--- config.mk ---
export PLATFORM = sky130hd
export DESIGN_NAME = imm_inst_encoder
export DESIGN_NICKNAME = d
export VERILOG_FILES = /design/src/rtl/imm_pkg.sv /design/src/rtl/imm_scatter.sv /design/src/rtl/imm_inst_encoder.sv
export SDC_FILE = /design/constraint.sdc
export NUM_CORES = 1
export LEC_CHECK = 0
export BUFFER_PORTS_ARGS = -buffer_cell sky130_fd_sc_hd__buf_4
export CORE_AREA = 2 2 100 102
export CTS_BUF_LIST = sky130_fd_sc_hd__clkbuf_8
export DETAILED_ROUTE_END_ITERATION = 8
export DIE_AREA = 0 0 102 104
export GPL_ROUTABILITY_DRIVEN = 0
export PLACE_DENSITY = 0.81
export SKIP_CTS_REPAIR_TIMING = 1
export SLEW_MARGIN = 10
export SYNTH_ARGS = -nofsm -noshare
export SYNTH_HDL_FRONTEND = slang
export SYNTH_SLANG_ARGS = --single-unit
--- constraint.sdc ---
create_clock -name clk -period 3.3 [get_ports clk]
set_input_delay 0.165 -clock clk [delete_from_list [all_inputs] [get_ports clk]]
set_output_delay 0.165 -clock clk [all_outputs]
set_load 0.02 [all_outputs]
--- src/rtl/imm_pkg.sv ---
// Shared immediate-format definitions used by both the decode-side extractor and
// the encode-side scatter logic.
package imm_pkg;

  typedef enum logic [2:0] {
    IMM_I = 3'b000,
    IMM_S,
    IMM_B,
    IMM_J,
    IMM_U
  } imm_src_e;

  typedef struct packed {
    logic [31:0] inst;
    logic        err;
  } enc_entry_t;

  // True when v[31:msb] are all equal, i.e. v survives truncation to msb+1 bits
  // followed by sign extension.
  function automatic logic sext_fits(input logic [31:0] v, input int unsigned msb);
    logic [31:0] s;
    s = $signed(v) >>> msb;
    return (s == '0) || (s == '1);
  endfunction

endpackage

--- src/rtl/imm_scatter.sv ---
// Combinational immediate scatter into RISC-V I/S/B/J/U positions, with
// range and alignment checking. Non-immediate bits pass through from base.
module imm_scatter
  import imm_pkg::*;
(
  input  logic [2:0]  imm_src,
  input  logic [31:0] imm,
  input  logic [31:0] base,
  output enc_entry_t  entry
);

  always_comb begin
    entry.inst = base;
    entry.err  = 1'b0;
    case (imm_src)
      IMM_I: begin
        entry.inst[31:20] = imm[11:0];
        entry.err         = !sext_fits(imm, 11);
      end
      IMM_S: begin
        entry.inst[31:25] = imm[11:5];
        entry.inst[11:7]  = imm[4:0];
        entry.err         = !sext_fits(imm, 11);
      end
      IMM_B: begin
        entry.inst[31]    = imm[12];
        entry.inst[7]     = imm[11];
        entry.inst[30:25] = imm[10:5];
        entry.inst[11:8]  = imm[4:1];
        entry.err         = !sext_fits(imm, 12) || imm[0];
      end
      IMM_J: begin
        entry.inst[31]    = imm[20];
        entry.inst[19:12] = imm[19:12];
        entry.inst[20]    = imm[11];
        entry.inst[30:21] = imm[10:1];
        entry.err         = !sext_fits(imm, 20) || imm[0];
      end
      IMM_U: begin
        entry.inst[31:12] = imm[31:12];
        entry.err         = |imm[11:0];
      end
      // Illegal format: instruction passes through untouched, flagged as error.
      default: entry.err = 1'b1;
    endcase
  end

endmodule

--- src/rtl/imm_inst_encoder.sv ---
// Immediate encoder with output FIFO and saturating statistics counters.
// Optional macro IMM_ENC_ERR_DROP_EN: errored requests are counted but not queued.
module imm_inst_encoder
  import imm_pkg::*;
#(
  parameter int DEPTH = 2,
  parameter int CNT_W = 16
) (
  input  logic             clk,
  input  logic             rst_n,
  input  logic             in_valid,
  output logic             in_ready,
  input  logic [2:0]       ImmSrc,
  input  logic [31:0]      Imm,
  input  logic [31:0]      BaseInst,
  output logic             out_valid,
  input  logic             out_ready,
  output logic [31:0]      InstOut,
  output logic             ImmErr,
  output logic [CNT_W-1:0] EncCnt,
  output logic [CNT_W-1:0] ErrCnt
);

  localparam int          AW   = $clog2(DEPTH);
  localparam logic [AW:0] FULL = (AW+1)'(DEPTH);

  enc_entry_t    mem [DEPTH];
  enc_entry_t    enc;
  logic [AW-1:0] wr_ptr, rd_ptr;
  logic [AW:0]   count;
  logic          accept, push, pop;

  imm_scatter u_scatter (
    .imm_src (ImmSrc),
    .imm     (Imm),
    .base    (BaseInst),
    .entry   (enc)
  );

  // in_ready depends only on registered occupancy: no pass-through path.
  assign in_ready  = (count < FULL);
  assign accept    = in_valid && in_ready;
  assign out_valid = (count != '0);
  assign pop       = out_valid && out_ready;
  assign InstOut   = out_valid ? mem[rd_ptr].inst : '0;

`ifdef IMM_ENC_ERR_DROP_EN
  assign push   = accept && !enc.err;
  assign ImmErr = 1'b0;
`else
  assign push   = accept;
  assign ImmErr = out_valid ? mem[rd_ptr].err : 1'b0;
`endif

  // Storage needs no reset: reads are masked by out_valid.
  always_ff @(posedge clk) begin
    if (push) mem[wr_ptr] <= enc;
  end

  always_ff @(posedge clk or negedge rst_n) begin
    if (!rst_n) begin
      wr_ptr <= '0;
      rd_ptr <= '0;
      count  <= '0;
    end else begin
      if (push) wr_ptr <= wr_ptr + 1'b1;
      if (pop)  rd_ptr <= rd_ptr + 1'b1;
      if (push && !pop)      count <= count + 1'b1;
      else if (pop && !push) count <= count - 1'b1;
    end
  end

  always_ff @(posedge clk or negedge rst_n) begin
    if (!rst_n) begin
      EncCnt <= '0;
      ErrCnt <= '0;
    end else if (accept) begin
      if (!enc.err && EncCnt != '1) EncCnt <= EncCnt + 1'b1;
      if (enc.err && ErrCnt != '1)  ErrCnt <= ErrCnt + 1'b1;
    end
  end

endmodule

==> results by stage <==
Run status:
- The run finished with clean final reports.

Logic synthesis:
- The synthesized netlist occupies a cell area of 0.00506 sq mm.
- Counting every net in the synthesized netlist gives 482.
- The mean post-synth cell area is 12.4 sq um.
- The gate count after technology mapping is 408.
- The Yosys step of the flow raised 0 warnings.
- The fraction of the yosys area taken by sequential cells is 0.570.
- In the synthesized netlist the dominant register cell turns out to be sky130_fd_sc_hd__edfxtp_1.
- Counting flops and latches in the post-synthesis netlist gives 102.
- Of all flip-flops after synthesis, the portion carrying an async set or reset was 0.353.
- After synthesis, the netlist uses 46 different library cells.
- The number of flops mapped to enable cells by yosys is 66.

Timing:
- Based on the critical path, the design can be clocked at up to 466 MHz.
- The final worst-path cycle share is 0.651.
- The relative max-transition margin is 0.324.
- Setup repair after global routing left no endpoint under its margin.
- The pin slew with the least headroom to its limit is 1.01 ns.
- Across the routed clock network, the largest skew measured is 0.00646 ns.
- The number of setup violations in the final report is 0.
- After layout, the minimum clock period comes to ~2.1 ns.
- The final-layout setup total negative slack is 0 ns.
- The number of hold violations in the final report came to 0.
- The max-slew violation count is 0.

Die:
- The initial utilization of the core area, before any placement, comes to 0.529.
- The core area is 0.00955 sq mm.
- The floorplan has 36 rows.
- During I/O placement, the number of pins put on the boundary was ~140.
- In this run the vertical extent of the chip is 104 um.
- The die is 102 um wide.
- The overall die area is 0.0106 sq mm.

Worst hold path:
- The worst hold path begins at out_ready.
- The number of stages on the worst hold path is 3.
- The class of the tightest hold or removal check is primary input to register.
- The worst hold path terminates at rd_ptr.

Drt:
- In the routed design, unresolved DRC markers number 0.
- In the final routed layout, each cell accounts on average for around 17 um.
- The via density per instance is 5.56.
- The detailed router finished its first iteration with about 130 violations.
- The length of the first detailed-routing pass in iterations is 5.
- The final route contains 3832 vias.
- The routed design has 12000 um of wire.
- Once detail routing completed, the nets flagged for antenna violations numbered 0.

Critical path:
- The data required time at the worst endpoint is between 3 and 4 ns.
- STA classifies the critical path endpoint as an output pin.
- The beginning of the worst register-to-register path is EncCnt[0].
- Of all nets on the critical path, the largest fanout is 34.
- In this run the critical register-to-register path is captured at EncCnt[13].
- STA puts the critical path data arrival time at a little under 2 ns.
- Measured in cells, the most critical reg-to-reg path has a length of 6.
- The category of the critical setup timing path is register to output pin.
- The type of element launching the critical path is a register.
- The setup slack of the worst register-to-register path is 1.19 ns.

Clocking:
- The clock sink count is 102.
- The longest clock path from root to sink contains 2 buffers.
- The TritonCTS buffer count is 9.
- For the worst-skew pair, the clock arrives at the later sink with an insertion delay of 0.37 ns.
- TritonCTS built the clock tree.
- After clock tree synthesis, the clock-pin slew on the worst setup and hold paths is roughly 0.10 ns.
- The cell sitting at the root of the clock tree is a sky130_fd_sc_hd__clkbuf_8.
- The clock tree synthesis step divided the H-tree into 3 levels.

Global route:
- In the global route stage, overall resource usage came out at 0.224.
- The global-route wire length before repair is 18500 um.
- Entering global routing, the biggest net connects 37 pins.
- For this run the aggregate overflow at the end of global routing stands at 0.
- The via count of the first global-routing pass is 3707.
- The initial antenna violation count is 0.

Pwr:
- The analysis attributes to cell leakage a power of around 2.8 nW.
- Power comes to 0.00442 W.
- The worst vdd rail ir drop is roughly 0.48 mV.
- The power density of the placed cells is 679 mW/mm^2.

Finish:
- The fill cell instance count of the final layout is 727.
- The number of antenna diodes in the final layout is 0.
- Compared with the post-synthesis result, the final layout area differs by 28.7%.
- In the final layout, the multi-input gates occupy around 0.0021 sq mm.
- Registers take 0.00288 sq mm.
- At the end of the flow, the number of nets in the layout was 625.
- The top cell types in the final layout, fill and taps aside, are sky130_fd_sc_hd__buf_4 (144), sky130_fd_sc_hd__edfxtp_1 (66), sky130_fd_sc_hd__nor2_1 (48), sky130_fd_sc_hd__mux2i_1 (40), sky130_fd_sc_hd__dfrtp_1 (35).
- The library cell used most frequently in the layout, excluding fill and tap cells, is sky130_fd_sc_hd__buf_4.
- The layout cell share with drive strength beyond 1 is 0.362.

Flow run:
- The reported max-cap violation count is 0.

Placed design:
- Summed over all nets, the half-perimeter wirelength after detailed placement is approximately 8600 um.
- In this run the tool buffered the top-level ports with 137 buffer cells.
[cell usage after synthesis, drive strengths merged (2+ instances only)]
cell	number	area share
nor2	51	0.038
or2	2	0.0025
a22oi	5	0.0074
a21oi	11	0.011
o211ai	8	0.012
inv	4	0.0030
nor4b	3	0.0089
o2111ai	4	0.0069
o21ai	5	0.0049
mux2i	40	0.079
xnor2	18	0.031
nor3	15	0.024
a22o	4	0.0069
edfxtp	66	0.39
nand3	7	0.0069
nor4	14	0.024
clkbuf	10	0.0074
and2	6	0.0074
and3	9	0.011
nand4	13	0.016
buf	10	0.014
ha	3	0.0074
xor2	17	0.029
dfrtp	36	0.18
nand2	19	0.014
mux2	16	0.036
[metrics by stage]
step	setup slack, ns	util	hold WS, ns	area (sq um)	instances
finish	1.15	0.681	0.0947	6500	689
global placement	1.11	0.652	0.150	6230	665
detailed placement	1.06	0.652	0.147	6230	665
global route	1.01	0.681	0.0967	6500	689
CTS	1.12	0.673	-0.265	6420	681
floorplan	0.820	-	-0.131	5060	408
[critical path, stage by stage (launching register included)]
cell	delay, ns
sky130_fd_sc_hd__dfrtp_2	1.05
sky130_fd_sc_hd__mux2i_1	0.28
sky130_fd_sc_hd__nor2_1	0.08
sky130_fd_sc_hd__buf_4	0.17
[routing by layer]
metal | routed length (um) | vias up | track usage
met4 | 307 | 0 | 0.0848
li1 | - | 1808 | -
met3 | 823 | 26 | 0.0464
met1 | 4960 | 1850 | 0.287
met2 | 5940 | 148 | 0.371
met5 | 0 | - | 0
[how the worst max path moves through the flow]
stage	startpoint	end	slack [ns]
after global placement	Imm[12]	ErrCnt[1]	1.11
after detailed placement	Imm[12]	ErrCnt[1]	1.06
after floorplan	count[1]	mem[0][0]	0.82
final	rd_ptr	InstOut[21]	1.15
after CTS	rd_ptr	InstOut[31]	1.12
after global routing	rd_ptr	InstOut[31]	1.01
[power by group]
| part | internal (W) | total [W] | leakage, nW | switching, W |
|---|---|---|---|---|
| logic | 0.000770 | 0.00176 | 1.61 | 0.000987 |
| clock network | 0.000300 | 0.000787 | 0.101 | 0.000487 |
| registers | 0.00163 | 0.00187 | 1.08 | 0.000247 |
[sequential cells by signal, summed over array words and instances (netlist names)]
register and flops:
mem 66, EncCnt 16, ErrCnt 16, count 2, rd_ptr 1, wr_ptr 1
[final cells by class]
class	instances	area share
Timing Repair Buffer	152	0.178
Inverter	5	0.00289
Clock inverter	7	0.0113
Sequential cell	102	0.443
Multi-Input combinational cell	281	0.319
Tap cell	133	0.0256
Clock buffer	9	0.0190
[logic make-up (layout without fill, tap and decap cells)]
| group | after synthesis | after routing | synth area share |
|---|---|---|---|
| buffers and inverters | 25 | 173 | 0.0250 |
| muxes | 56 | 56 | 0.115 |
| xor gates and xnor gates | 35 | 35 | 0.0606 |
| adders and majority gates | 3 | 3 | 0.00742 |
| and+or+nand+nor | 142 | 142 | 0.157 |
| AOI/OAI and AO/OA | 45 | 45 | 0.0646 |
| DFF | 102 | 102 | 0.570 |
No activity file was read; power rests on OpenSTA's default activity.
